--- src/rtl/crop_scheduler.sv ---
// crop_scheduler: sequences NUM_CROPS crop/normalise jobs per frame.
//   On frame_start the requested crop origins are clamped and captured into
//   shadow registers. Each crop is then launched on the engine with an
//   ap_start/ap_ready handshake. The engine output stream is monitored to
//   check that each crop returns exactly OUT_ROWS*OUT_COLS beats.
//
// Optional feature: define CROP_SCHED_TIMEOUT_EN to build the START/RUN
//   watchdog. Without it, err_timeout is tied to 0.
//
// Ports:
//   clk, reset         clock; async active-low reset (release synchronised)
//   frame_start        one-cycle frame request
//   cfg_x0 / cfg_y0    per-crop requested origins
//   cn_ap_ready        engine accepted start
//   cn_ap_done         engine finished a crop
//   cn_m_tvalid/tready engine output stream handshake (monitor only)
//   err_clr            clears the sticky error flags
//   ap_start           start request to the engine
//   crop_x0 / crop_y0  origin of the active crop
//   crop_idx           index of the active crop
//   busy, frame_done   frame in progress / one-cycle completion pulse
//   err_overrun, err_size, err_timeout  sticky error flags
module crop_scheduler #(
  parameter int unsigned IN_ROWS        = 20,
  parameter int unsigned IN_COLS        = 20,
  parameter int unsigned OUT_ROWS       = 8,
  parameter int unsigned OUT_COLS       = 8,
  parameter int unsigned NUM_CROPS      = 3,
  parameter int unsigned TIMEOUT_CYCLES = 65535
) (
  input  logic                                        clk,
  input  logic                                        reset,
  input  logic                                        frame_start,
  input  logic [NUM_CROPS-1:0][$clog2(IN_COLS)-1:0]   cfg_x0,
  input  logic [NUM_CROPS-1:0][$clog2(IN_ROWS)-1:0]   cfg_y0,
  input  logic                                        cn_ap_ready,
  input  logic                                        cn_ap_done,
  input  logic                                        cn_m_tvalid,
  input  logic                                        cn_m_tready,
  input  logic                                        err_clr,
  output logic                                        ap_start,
  output logic [$clog2(IN_COLS)-1:0]                  crop_x0,
  output logic [$clog2(IN_ROWS)-1:0]                  crop_y0,
  output logic [$clog2(NUM_CROPS):0]                  crop_idx,
  output logic                                        busy,
  output logic                                        frame_done,
  output logic                                        err_overrun,
  output logic                                        err_size,
  output logic                                        err_timeout
);

  localparam int unsigned XW    = $clog2(IN_COLS);
  localparam int unsigned YW    = $clog2(IN_ROWS);
  localparam int unsigned IW    = $clog2(NUM_CROPS) + 1;
  localparam int unsigned BEATS = OUT_ROWS * OUT_COLS;
  localparam int unsigned BW    = $clog2(BEATS + 1);

  localparam logic [XW-1:0] X_MAX     = XW'(IN_COLS - OUT_COLS);
  localparam logic [YW-1:0] Y_MAX     = YW'(IN_ROWS - OUT_ROWS);
  localparam logic [IW-1:0] LAST_IDX  = IW'(NUM_CROPS - 1);
  localparam logic [BW-1:0] BEATS_EXP = BW'(BEATS);

  typedef enum logic [2:0] {
    S_IDLE  = 3'd0,
    S_LOAD  = 3'd1,
    S_START = 3'd2,
    S_RUN   = 3'd3,
    S_DONE  = 3'd4
  } state_t;

  state_t          r_state;
  logic [1:0]      r_rst_sync;
  logic            w_rst_n;
  logic [XW-1:0]   r_shadow_x [NUM_CROPS];
  logic [YW-1:0]   r_shadow_y [NUM_CROPS];
  logic [XW-1:0]   r_crop_x0;
  logic [YW-1:0]   r_crop_y0;
  logic [IW-1:0]   r_crop_idx;
  logic [BW-1:0]   r_beat_cnt;
  logic            r_ap_start;
  logic            r_busy;
  logic            r_frame_done;
  logic            r_err_overrun;
  logic            r_err_size;

  logic            w_beat;
  logic [BW-1:0]   w_cnt_now;
  logic [IW-1:0]   w_next_idx;
  logic            w_set_overrun;
  logic            w_set_size;
  logic            w_wd_expire;

  function automatic logic [XW-1:0] clamp_x(input logic [XW-1:0] v);
    return (v > X_MAX) ? X_MAX : v;
  endfunction

  function automatic logic [YW-1:0] clamp_y(input logic [YW-1:0] v);
    return (v > Y_MAX) ? Y_MAX : v;
  endfunction

  // Reset asserts asynchronously, releases two clocks after reset goes high
  always_ff @(posedge clk or negedge reset) begin
    if (!reset) r_rst_sync <= 2'b00;
    else        r_rst_sync <= {r_rst_sync[0], 1'b1};
  end
  assign w_rst_n = r_rst_sync[1];

  // Beat count including any beat in the current cycle, saturating at all-ones
  assign w_beat        = cn_m_tvalid & cn_m_tready;
  assign w_cnt_now     = (w_beat && (r_beat_cnt != '1)) ? r_beat_cnt + BW'(1) : r_beat_cnt;
  assign w_next_idx    = r_crop_idx + IW'(1);
  assign w_set_overrun = frame_start && (r_state != S_IDLE);
  assign w_set_size    = (r_state == S_RUN) && cn_ap_done && (w_cnt_now != BEATS_EXP);

`ifdef CROP_SCHED_TIMEOUT_EN
  localparam int unsigned WW = $clog2(TIMEOUT_CYCLES + 1);

  logic [WW-1:0] r_wdog;
  logic          r_err_timeout;
  logic          w_active;
  logic          w_fsm_move;

  assign w_active    = (r_state == S_START) || (r_state == S_RUN);
  assign w_fsm_move  = ((r_state == S_START) && cn_ap_ready) ||
                       ((r_state == S_RUN)   && cn_ap_done);
  assign w_wd_expire = w_active && (r_wdog == WW'(TIMEOUT_CYCLES - 1));

  // Watchdog: consecutive cycles in START/RUN, restarted on every transition
  always_ff @(posedge clk or negedge w_rst_n) begin
    if (!w_rst_n) begin
      r_wdog        <= '0;
      r_err_timeout <= 1'b0;
    end else begin
      r_wdog <= (w_active && !w_fsm_move && !w_wd_expire) ? r_wdog + WW'(1) : '0;
      if (w_wd_expire)  r_err_timeout <= 1'b1;
      else if (err_clr) r_err_timeout <= 1'b0;
    end
  end
  assign err_timeout = r_err_timeout;
`else
  assign w_wd_expire = 1'b0;
  assign err_timeout = 1'b0;
`endif

  // Frame sequencer with registered outputs and sticky error flags
  always_ff @(posedge clk or negedge w_rst_n) begin
    if (!w_rst_n) begin
      r_state       <= S_IDLE;
      r_ap_start    <= 1'b0;
      r_busy        <= 1'b0;
      r_frame_done  <= 1'b0;
      r_err_overrun <= 1'b0;
      r_err_size    <= 1'b0;
      r_crop_idx    <= '0;
      r_beat_cnt    <= '0;
      r_crop_x0     <= '0;
      r_crop_y0     <= '0;
      for (int unsigned i = 0; i < NUM_CROPS; i++) begin
        r_shadow_x[i] <= '0;
        r_shadow_y[i] <= '0;
      end
    end else begin
      r_frame_done <= 1'b0;

      if (w_set_overrun) r_err_overrun <= 1'b1;
      else if (err_clr)  r_err_overrun <= 1'b0;

      if (w_set_size)    r_err_size <= 1'b1;
      else if (err_clr)  r_err_size <= 1'b0;

      if ((r_state == S_RUN) && !cn_ap_done) r_beat_cnt <= w_cnt_now;
      else                                   r_beat_cnt <= '0;

      if (w_wd_expire) begin
        r_state    <= S_IDLE;
        r_ap_start <= 1'b0;
        r_busy     <= 1'b0;
      end else begin
        case (r_state)
          S_IDLE: begin
            if (frame_start) begin
              r_state <= S_LOAD;
              r_busy  <= 1'b1;
            end
          end
          S_LOAD: begin
            for (int unsigned i = 0; i < NUM_CROPS; i++) begin
              r_shadow_x[i] <= clamp_x(cfg_x0[i]);
              r_shadow_y[i] <= clamp_y(cfg_y0[i]);
            end
            // Crop 0 origin goes straight to the outputs so it is valid in START
            r_crop_x0  <= clamp_x(cfg_x0[0]);
            r_crop_y0  <= clamp_y(cfg_y0[0]);
            r_crop_idx <= '0;
            r_ap_start <= 1'b1;
            r_state    <= S_START;
          end
          S_START: begin
            if (cn_ap_ready) begin
              r_ap_start <= 1'b0;
              r_state    <= S_RUN;
            end
          end
          S_RUN: begin
            if (cn_ap_done) begin
              if (r_crop_idx == LAST_IDX) begin
                r_frame_done <= 1'b1;
                r_state      <= S_DONE;
              end else begin
                r_crop_idx <= w_next_idx;
                r_crop_x0  <= r_shadow_x[w_next_idx];
                r_crop_y0  <= r_shadow_y[w_next_idx];
                r_ap_start <= 1'b1;
                r_state    <= S_START;
              end
            end
          end
          S_DONE: begin
            r_busy  <= 1'b0;
            r_state <= S_IDLE;
          end
          default: begin
            r_ap_start <= 1'b0;
            r_busy     <= 1'b0;
            r_state    <= S_IDLE;
          end
        endcase
      end
    end
  end

  assign ap_start    = r_ap_start;
  assign crop_x0     = r_crop_x0;
  assign crop_y0     = r_crop_y0;
  assign crop_idx    = r_crop_idx;
  assign busy        = r_busy;
  assign frame_done  = r_frame_done;
  assign err_overrun = r_err_overrun;
  assign err_size    = r_err_size;

endmodule

--- config.mk ---
export PLATFORM = sky130hd
export DESIGN_NAME = crop_scheduler
export DESIGN_NICKNAME = d
export VERILOG_FILES = /design/src/rtl/crop_scheduler.sv
export SDC_FILE = /design/constraint.sdc
export NUM_CORES = 1
export LEC_CHECK = 0
export BUFFER_PORTS_ARGS = -buffer_cell sky130_fd_sc_hd__buf_2
export CORE_ASPECT_RATIO = 1.5
export CORE_MARGIN = 3
export CORE_UTILIZATION = 54
export DETAILED_ROUTE_END_ITERATION = 7
export PLACE_DENSITY_LB_ADDON = 0.05
export SETUP_SLACK_MARGIN = 0.1
export SKIP_CTS_REPAIR_TIMING = 1
export SLEW_MARGIN = 20
export SYNTH_ARGS = -nofsm -noshare
export SYNTH_HDL_FRONTEND = slang
export SYNTH_SLANG_ARGS = --single-unit
--- constraint.sdc ---
create_clock -name clk -period 2.2 [get_ports clk]
set_input_delay 0.44 -clock clk [delete_from_list [all_inputs] [get_ports clk]]
set_output_delay 0.44 -clock clk [all_outputs]
set_load 0.1 [all_outputs]
==> results by stage, run 1 <==
Run status:
- The run finished with clean final reports.

Yosys:
- The top-area cell type share of the netlist area is 0.532.
- By area the synthesized netlist is led by dfrtp_1, nand2_1, a211oi_1.
- Of the synthesized area, sequential elements account for 0.532.
- The count of warnings emitted by yosys is 0.
- The number of nets in the synthesized netlist is 316.
- Ranked by instance count, the synthesized netlist is headed by dfrtp_1, nand2_1, nor2_1.
- For this run, the leading register cell type out of synthesis is dfrtp_1.
- The synthesized design contains 0 enable-type register cells.
- Of the total synthesized cell area, the portion taken by XOR and XNOR cells is 0.00931.
- After synthesis, the share of cell area in mux cells is 0.0461.
- The average footprint of a synthesized cell is 10.3 µm².
- The main combinational cell family by area after synthesis is compound AO/OA/AOI/OAI gates.
- The cell type contributing the most total cell area after synthesis is dfrtp_1.
- Of the total synthesized cell area, the portion taken by full adders, half adders and majority gates is 0.0133.
- The most frequent cell after synthesis is dfrtp_1.
- The number of storage elements in the synthesis netlist is 60.
- The gate count after technology mapping is 275.
- The post-synthesis compound-gate area fraction was 0.206.
- In this run the cell area of the synthesized design comes to 0.00282 mm².
- The post-synthesis cell type count is 43.
- The async set-or-reset flop fraction in the synthesized netlist is 1.00.
- Of the total synthesized cell area, the portion taken by AND, OR, NAND and NOR gates is 0.156.

Floorplanning:
- The die boundary width is 65.0 µm.
- The die is 94.6 µm tall.
- Row generation in the floorplan step produced 31 rows.
- For this configuration, the core starts out at a cell density of 0.573.
- The region available for standard cell placement spans 0.00493 mm².
- The full die area is 0.00615 mm².
- In this run the count of I/O pins placed on the die edge is 57.

Timing:
- Hold is met by 295 ps.
- The number of endpoints with negative hold slack in the final report is 0.
- The count of pins over their slew limit came to 0.
- Across the routed clock network, the largest skew measured is 4.88 ps.
- Setup repair after global routing left no endpoint under its margin.
- The final setup violation count is 0.
- Dividing the final minimum period by the clock period gives 0.879.
- The clock period minus final worst setup slack is 1930 ps.
- Headroom to the max-slew limit came out at 0.572.
- The transition at the pin with the smallest max-transition slack is 643 ps.
- The fmax is 0.517 GHz.

Clocking:
- TritonCTS created 9 clock buffers.
- The clock-pin transition on the worst setup and hold timing paths is 60 ps.
- Clock tree synthesis selected as its root buffer the cell clkbuf_8.
- CTS built an H-tree with a depth of 3.
- The CTS sink count is 60.
- The TritonCTS clock tree is built.
- The deepest clock path buffer count is 2.
- The later pin in the worst-skew pair is clocked with a latency of 330 ps.

Layout:
- After filler insertion, the fill cell instance count of the layout stands at 435.
- The final net count is 375.
- The area growth from synthesis to layout is 22.0%.
- Of the cells placed in the final design, the portion with a size suffix greater than 1 is 0.307.
- The total inserted antenna cells is 0.

Routing:
- The routed wire length per instance is 14.4 µm.
- The total DRC errors in the routed layout is 0.
- The number of nets with antenna violations after detailed routing is 0.
- The via-per-instance ratio is 5.49.
- The total vias in the final route is 2,224.
- Wires add up to 5840 µm.
- The starting DRC count in detailed routing is 74.
- The first TritonRoute pass finished after 4 iterations.

Setup path:
- At the worst endpoint, the arrival time is 2140 ps.
- The worst endpoint required time is 2410 ps.
- Counting cells, the worst reg-to-reg path comes to 5.
- The worst setup path is launched from a register.
- The start of the worst register-to-register path is r_beat_cnt[0].
- The critical register-to-register path endpoint is err_size.
- The critical path in this run is classified as register to register.
- STA classifies the critical path endpoint as a register.
- Along the worst path, the maximum fanout reaches 10.
- The setup check on the worst reg-to-reg path leaves a slack of 270 ps.

Global routing:
- The maximum number of pins on one net before global-route repair is 43.
- The via count of the first global-routing pass was 2,213.
- The final global-route overflow total is 0.
- The global-route usage over all layers is 0.211.
- The first-pass GRT wire length is 9920 µm.
- The number of antenna violations at the first check in global routing was 0.

Hold path:
- The class of the most critical hold timing path is register to asynchronous set/reset pin.

Placement:
- The detailed placement HPWL is 4350 µm.
- In this run the tool buffered the top-level ports with 55 buffer cells.
- The congestion estimate from routability-driven global placement came to 0.803.

Power and ir drop:
- The leakage power of the design is 1.70 nW.
- The power density relative to cell area is 1500 mW/mm².
- The design draws 0.00518 W.
- Across the VDD grid, the largest voltage drop is 0.000725 V.

Run:
- The number of max-cap violations is 0.
[flip-flops by register name, summed over array words and instances (netlist names)]
register,flops
err_size,1
r_shadow_y,15
crop_x0,5
r_beat_cnt,7
crop_y0,5
r_state,3
r_shadow_x,15
crop_idx,3
err_overrun,1
frame_done,1
busy,1
ap_start,1
r_rst_sync,2
[worst max-delay path, cell delays in order, from the launching register on]
cell and delay [ps]:
dfrtp_1 450, ha_1 370, a41oi_4 330, nand3_2 100, a221o_1 280, a221o_1 290
[how the worst max path moves through the flow]
stage / start / end / cells past startpoint
final: r_beat_cnt[0] / err_size / 5
after detailed placement: r_beat_cnt[0] / err_size / 5
after CTS: r_beat_cnt[0] / err_size / 5
after floorplan: crop_idx[0] / crop_x0[0] / 8
after global routing: r_beat_cnt[1] / err_size / 5
after global placement: r_beat_cnt[0] / err_size / 5
[metal layers]
layer | vias up | global-route usage | part of all wire
li1 | 1105 | - | -
met1 | 1067 | 0.242 | 0.42
met2 | 42 | 0.374 | 0.52
met3 | 10 | 0.0452 | 0.038
met4 | 0 | 0.0952 | 0.020
met5 | - | 0 | 0
[area by class of cell]
class / instances / area (µm²) / share of cell area
Timing Repair Buffer: 65 / 365 / 0.106
Clock buffer: 14 / 163 / 0.0472
Tap cell: 66 / 82.6 / 0.0240
Multi-Input combinational cell: 195 / 1310 / 0.379
Clock inverter: 2 / 10.0 / 0.00291
Sequential cell: 60 / 1510 / 0.437
Inverter: 3 / 13.8 / 0.00400
[placed cells by master (no fill, tap or decap), drive strengths merged, types with 3 or more instances in the layout]
cell / n
a211oi: 12
a21o: 9
a21oi: 10
a221o: 3
a221oi: 8
a22o: 9
a31oi: 3
and2: 7
buf: 64
clkbuf: 14
dfrtp: 60
ha: 3
inv: 3
mux2: 8
mux2i: 4
nand2: 41
nand2b: 3
nand3: 5
nand4: 3
nor2: 22
nor2b: 5
nor3: 4
o21ai: 20
[logic make-up after synthesis]
family                   Yosys count
multiplexers                      12
AND/OR/NAND/NOR                   95
other                              2
flip-flops                        60
AO/OA/AOI/OAI                     80
adder cells (fa/ha/maj)            3
XOR/XNOR                           3
buffers and inverters             20
[through the flow]
step                      TNS [ps]  instance area, µm²  worst slack, ps  instances   util
after floorplan               -538                2930            -74.1        275      -
after global placement           0                3260              312        388  0.662
after detailed placement         0                3260              286        388  0.662
final                            0                3440              267        405  0.699
after CTS                        0                3430              273        404  0.697
after global routing             0                3440              181        405  0.699
[where the power goes]
part,leakage (nW),switching (W),total [W],internal (W)
registers,0.762,0.000260,0.00171,0.00145
logic,0.848,0.00176,0.00261,0.000853
clock network,0.0905,0.000389,0.000857,0.000468
total,1.70,0.00241,0.00518,0.00277
Note: power is estimated with default switching activity, not from simulation.
==> run 2, diff against run 1 <==
- RECOVER_POWER: not set -> 100
==> results by stage, run 2 (synthesis gave the netlist of run 1 again) <==
Setup path:
- The element type at the critical path start is a register.
- Traced cell by cell, the critical path runs through ha_1 -> a41oi_4 -> nand3_1 -> a221o_1 -> a221o_1.
- The critical register-to-register path endpoint is err_size.
- The worst endpoint required time is 2410 ps (about the same).
- The data arrival time of the critical path was 2150 ps (about the same).
- The number of buffers and inverters on the critical path is 0 (unchanged).
- The delay of the slowest critical-path stage is 450 ps (about the same).
- The startpoint identified for the worst register-to-register timing path is r_beat_cnt[0].
- The number of cell instances on the worst register-to-register path is 5 (unchanged).
- The worst setup path is of the register to register kind.
- For this design, the slowest cell found on the critical path is dfrtp_1.
- The peak fanout along the critical path is 10 (unchanged).
- Among cell families on the critical path, the largest total delay comes from compound AO/OA/AOI/OAI gates.
- The start point of the critical path is r_beat_cnt[0].
- The most numerous cell type found on the critical path is a221o_1.
- The slack of the worst reg-to-reg path was 260 ps (about the same).
- STA classifies the critical path endpoint as a register.

Layout:
- The fraction of final layout cells sized beyond drive strength 1 is 0.280 (-0.0265).
- The multi-input gate area in the final layout is 0.00128 mm² (-1.7%).
- The largest registers in the layout are r_shadow_x x15, r_shadow_y x15, r_beat_cnt x7.
- The final core area utilization is 0.692 (-0.00711).
- The area growth from synthesis to layout is 20.8%.
- The area taken by flip-flops and latches is 0.00150 mm² (about the same).
- The final net count came to 375 (unchanged).
- The final cell area excluding filler cells was 0.00341 mm² (-1.0%).
- The total inserted antenna cells is 0 (unchanged).
- The count of fill cells added during filler insertion is 440 (+1.1%).
- Leaving out fill and tap cells, the most frequent cell in the layout is dfrtp_1.
- In the layout the commonest cells are dfrtp_1, nand2_1, buf_2.

Power and ir drop:
- The post-layout total power is 0.00512 W (-1.3%).
- The leakage power of the design is 1.67 nW (-1.7%).
- The internal portion of total power is 0.00274 W (-1.3%).
- The part of the total power dissipated in combinational logic is 0.499 (-0.005).
- The fraction of power consumed by the clock network is 0.167 (+0.002).
- The maximum vdd ir drop is 0.000686 V (-5.4%).
- The relative contribution of sequential cells to total power is 0.334 (+0.003).
- The power density relative to cell area is 1500 mW/mm² (-0.29%).
- The net load switching power is 0.00238 W (-1.2%).
- The net switching share of the total power was 0.465 (about the same).

Clocking:
- The clock-pin transition on the worst setup and hold timing paths is 60 ps (about the same).
- The H-tree depth is 3 (unchanged).
- The root buffer selected by CTS is clkbuf_8.
- The CTS sink count is 60 (unchanged).
- The deepest clock path buffer count is 2 (unchanged).
- TritonCTS built the clock tree.
- The number of buffers added by the clock tree synthesis step came to 9 (unchanged).
- The insertion delay to the later sink of the worst-skew pair is 330 ps (about the same).

Routing:
- The count of TritonRoute iterations in the first routing pass came to 4 (unchanged).
- The total vias in the final route is 2,240 (+0.72%).
- The number of nets with antenna violations after detailed routing is 0 (unchanged).
- The total detailed-routing wirelength is 5820 µm (-0.33%).
- The routed wire length per instance is 14.4 µm (-0.33%).
- The starting DRC count in detailed routing is 84 (+14%).
- The total DRC errors in the routed layout is 0 (unchanged).
- The via-per-instance ratio is 5.53 (+0.72%).

Run:
- The number of max-cap violations is 0 (unchanged).

Global routing:
- The global-route usage over all layers was 0.211 (unchanged).
- The maximum number of pins on one net before global-route repair is 43 (unchanged).
- The final global-route overflow total is 0 (unchanged).
- The first-pass GRT wire length was 9920 µm (unchanged).
- The via count of the first global-routing pass is 2,213 (unchanged).
- The number of antenna violations at the first check in global routing is 0 (unchanged).

Timing:
- The largest clock skew in the final design is 4.91 ps (+0.0261 ps).
- The clock period minus final worst setup slack was 1940 ps (+9.56 ps).
- The share of the cycle needed by the critical path after routing is 0.883 (+0.00435).
- The count of pins over their slew limit was 0 (unchanged).
- The number of endpoints with negative hold slack in the final report is 0 (unchanged).
- The fmax came to 0.515 GHz (-0.49%).
- The worst slew slack as a fraction of its limit is 0.222 (-0.350).
- The post-route setup TNS is 0 ps (unchanged).
- The transition at the pin with the smallest max-transition slack was 1170 ps (+525 ps).
- The final setup violation count came to 0 (unchanged).
- Setup repair after global routing left no endpoint under its margin.

Floorplanning:
- The die height was 94.6 µm (unchanged).
- The full die area came to 0.00615 mm² (unchanged).
- The die boundary width came to 65.0 µm (unchanged).
- The core footprint is 0.00493 mm² (unchanged).
- The I/O pin total is 57 (unchanged).
- The initial cell density of the core is 0.573 (unchanged).
- The number of core rows is 31 (unchanged).

Hold path:
- The class of the most critical hold timing path is input port to register.
- The startpoint of the tightest hold check path is cfg_y0[10].
- The hold path depth is 2.
- The endpoint with the worst hold slack is r_shadow_y[0].

Placement:
- The detailed placement HPWL was 4350 µm (unchanged).
- The count of input and output buffers was 55 (unchanged).
- The total placed instance area is 0.00326 mm² (unchanged).
- The last weighted congestion value of the routability-driven placer is 0.803 (unchanged).

Run status:
- The flow ran to the end, and the final reports show no timing, DRC or antenna violations.
## run 2: area by class of cell
cell class                 instances  area share
sequential                        60       0.441
multi-input combinational        195       0.376
timing repair buffer              65       0.104
clock buffer                      14      0.0477
tap                               66      0.0242
inverter                           3     0.00367
clock inverter                     2     0.00294
## run 2: metrics by stage
stage               std cells  hold slack [ps]  setup WS (ps)
global placement          388              225            312
global route              405              318            137
finish                    405              327            258
CTS                       404             -130            273
detailed placement        388              228            286
floorplan                 275              144          -74.1
## run 2: worst max path at each step
stage,endpoint,cells after the start,slack [ps]
finish,err_size,5,260
global route,err_size,5,140
detailed placement,err_size,5,290
CTS,err_size,5,270
floorplan,crop_x0[0],8,-70
global placement,err_size,5,310
## run 2: power by group through the flow
stage	sequential, W	combinational, W	clock, W
detailed placement	0.00173	0.00263	0
floorplan	0.00255	0.00132	0
global route	0.00176	0.00277	0.000922
finish	0.00171	0.00255	0.000854
global placement	0.00172	0.00259	0
CTS	0.00171	0.00264	0.000880
## run 2: layer usage
metal | GRT usage | up-vias | share of wire
li1 | - | 1108 | -
met1 | 0.242 | 1070 | 0.42
met2 | 0.374 | 52 | 0.52
met3 | 0.0452 | 10 | 0.044
met4 | 0.0952 | 0 | 0.019
met5 | 0 | - | 0
==> run 3, diff against run 2 <==
- ABC_AREA: not set -> 1
- CORE_UTILIZATION: 54 -> 55
==> results by stage, run 3 <==
Run status:
- The flow ran to the end, and the final reports show no timing, DRC or antenna violations.

Run:
- The number of max-cap violations is 0 (unchanged).

Floorplanning:
- The core footprint is 0.00516 mm² (+4.9%).
- The full die area came to 0.00633 mm² (+3.0%).
- The die boundary width is 66.0 µm (+1.5%).
- The I/O pin total is 57 (unchanged).
- The number of core rows is 32 (+3.2%).
- The die height is 96.0 µm (+1.5%).
- The initial cell density of the core is 0.575 (+0.00183).

Global routing:
- The final global-route overflow total came to 0 (unchanged).
- The maximum number of pins on one net before global-route repair is 34 (-21%).
- The via count of the first global-routing pass is 2,338 (+5.6%).
- The first-pass GRT wire length is 10,400 µm (+4.5%).
- The number of antenna violations at the first check in global routing came to 0 (unchanged).
- The global-route usage over all layers was 0.222 (+0.0107).

Power and ir drop:
- The internal portion of total power is 0.00256 W (-6.4%).
- The fraction of power consumed by the clock network is 0.176 (+0.009).
- The part of the total power dissipated in combinational logic is 0.493 (-0.006).
- The power density relative to cell area is 1520 mW/mm² (+1.4%).
- The leakage power of the design is 1.81 nW (+8.4%).
- The maximum vdd ir drop is 0.000684 V (-0.19%).
- The relative contribution of sequential cells to total power was 0.331 (-0.003).
- The net switching share of the total power is 0.511 (+0.0457).
- The net load switching power is 0.00267 W (+12%).
- The post-layout total power came to 0.00523 W (+2.3%).

Timing:
- The post-route setup TNS is 0 ps (unchanged).
- The clock period minus final worst setup slack is 1970 ps (+26.8 ps).
- The count of pins over their slew limit was 0 (unchanged).
- The worst slew slack as a fraction of its limit is 0.277 (+0.0558).
- The slack of the critical path is 231 ps (-26.8 ps).
- The number of endpoints with negative hold slack in the final report is 0 (unchanged).
- The fmax was 0.508 GHz (-1.4%).
- The share of the cycle needed by the critical path after routing came to 0.895 (+0.0122).
- The worst-case hold slack is 339 ps (+12.1 ps).
- Setup repair after global routing left no endpoint under its margin.
- The final setup violation count is 0 (unchanged).
- The transition at the pin with the smallest max-transition slack is 1080 ps (-83.7 ps).
- The largest clock skew in the final design is 12.5 ps (+7.57 ps).

Yosys:
- The post-synthesis cell type count came to 33 (-23%).
- The count of warnings emitted by yosys is 0 (unchanged).
- The async set-or-reset flop fraction in the synthesized netlist is 1.00 (unchanged).
- In the synthesized netlist the dominant register cell turns out to be dfrtp_1.
- The number of nets in the synthesized netlist was 401 (+27%).
- Sorting the synthesized cells by how often they occur yields nand2_1, dfrtp_1, o21ai_0.
- The top-area cell type share of the netlist area is 0.506 (-0.0262).
- Yosys attributes the largest share of cell area to dfrtp_1, nand2_1, o21ai_0.
- The sequential cell area fraction in the yosys report is 0.506 (-0.0262).
- The cell type contributing the most total cell area after synthesis is dfrtp_1.
- The gate count after technology mapping is 360 (+31%).
- The number of storage elements in the synthesis netlist is 60 (unchanged).
- The average footprint of a synthesized cell is 8.25 µm² (-20%).
- The number of flops mapped to enable cells by yosys is 0 (unchanged).
- The most common cell in the synthesized netlist is nand2_1.
- The post-synthesis cell area was 0.00297 mm² (+5.2%).

Setup path:
- STA classifies the critical path endpoint as a register.
- The worst setup path is launched from a register.
- The startpoint-to-endpoint class of the critical path is register to register.
- The peak fanout along the critical path is 15 (+5).
- The worst endpoint required time is 2430 ps (+20 ps).
- The data arrival time of the critical path is 2200 ps (+50 ps).

Clocking:
- The CTS sink count is 60 (unchanged).
- The insertion delay to the later sink of the worst-skew pair is 340 ps (about the same).
- The root buffer selected by CTS is clkbuf_8.
- The clock-pin transition on the worst setup and hold timing paths is 70 ps (about the same).
- The H-tree depth is 3 (unchanged).
- The number of buffers added by the clock tree synthesis step is 9 (unchanged).
- The TritonCTS clock tree is built.
- The deepest clock path buffer count came to 2 (unchanged).

Layout:
- Leaving out fill and tap cells, the most frequent cells in the layout are nand2_1, dfrtp_1, o21ai_0.
- The total inserted antenna cells was 0 (unchanged).
- The fraction of final layout cells sized beyond drive strength 1 is 0.210 (-0.0698).
- The leading cell type in the layout, fill and taps excluded is nand2_1.
- The area growth from synthesis to layout is 15.9%.
- The largest registers in the layout are r_shadow_x x15, r_shadow_y x15, r_beat_cnt x7.
- The final net count is 459 (+22%).
- The final core area utilization is 0.666 (-0.0257).

Routing:
- The starting DRC count in detailed routing is 122 (+45%).
- The routed wire length per instance is 13.3 µm (-7.6%).
- The number of nets with antenna violations after detailed routing is 0 (unchanged).
- The total vias in the final route is 2,527 (+13%).
- The total detailed-routing wirelength came to 6520 µm (+12%).
- The count of TritonRoute iterations in the first routing pass came to 4 (unchanged).
- The via-per-instance ratio is 5.15 (-6.9%).
- The total DRC errors in the routed layout was 0 (unchanged).

Hold path:
- In this run the worst hold path is classified as input port to register.

Placement:
- The detailed placement HPWL came to 4930 µm (+13%).
- The last weighted congestion value of the routability-driven placer is 0.852 (+6.1%).
- The worst slack at placement was 323 ps (+36.8 ps).
- The count of input and output buffers is 55 (unchanged).
-- run 3: cell families (layout without fill, tap and decap cells) --
group,after synthesis,in the layout,share of synthesized area
simple gates,151,151,0.231
buf+inv,58,121,0.0830
other cells,2,2,0.00253
xor+xnor,1,1,0.00295
fa+ha+maj,3,3,0.0126
compound gates,85,85,0.162
flops,60,60,0.506
-- run 3: final timing paths --
kind / cells after the start / slack, ps / startpoint / end
min in group asynchronous: 2 / 410 / reset / r_rst_sync[0]
worst max register to register: 11 / 230 / r_state[0] / crop_idx[2]
worst min register to register: 0 / 360 / r_rst_sync[0] / r_rst_sync[1]
worst max-delay path: 11 / 230 / r_state[0] / crop_idx[2]
max in group asynchronous: 1 / 1010 / r_rst_sync[1] / crop_idx[0]
worst min-delay path: 3 / 340 / cfg_y0[8] / r_shadow_y[8]
-- run 3: per-layer routing --
layer | wire [µm] | up-vias | track usage | share of wire
met4 | 180 | 0 | 0.114 | 0.028
met1 | 2600 | 1158 | 0.246 | 0.40
met2 | 3410 | 71 | 0.391 | 0.52
met5 | 0 | - | 0 | 0
met3 | 331 | 13 | 0.0526 | 0.051
li1 | - | 1285 | - | -
-- run 3: cell type report --
type                       instances  area (µm²)
sequential                        60        1500
inverter                          47         176
fill                             480        1720
clock buffer                      12         165
timing repair buffer              58         309
tap                               68        85.1
clock inverter                     4        22.5
multi-input combinational        242        1180
-- run 3: critical path, stage by stage (launching register included) --
cell and delay [ps]:
dfrtp_1 390, inv_1 70, nor2_1 120, nand2_1 330
nor2_1 280, inv_2 140, nand2_4 190, inv_2 120
nand2_4 70, nand2_1 40, nand2_1 50, nor2_1 50
-- run 3: stage by stage --
stage	cells	instance area, µm²
CTS	490	3480
floorplan	360	2970
global route	491	3440
detailed placement	474	3290
finish	491	3440
global placement	474	3290
-- run 3: power by group through the flow --
stage / Sequential, W / Clock (W) / Combinational [W]
5_1_grt: 0.00177 / 0.000985 / 0.00281
2_1_floorplan: 0.00267 / 0 / 0.00123
3_5_place_dp: 0.00176 / 0 / 0.00264
3_3_place_gp: 0.00175 / 0 / 0.00260
6_report: 0.00173 / 0.000921 / 0.00258
4_1_cts: 0.00174 / 0.000941 / 0.00266
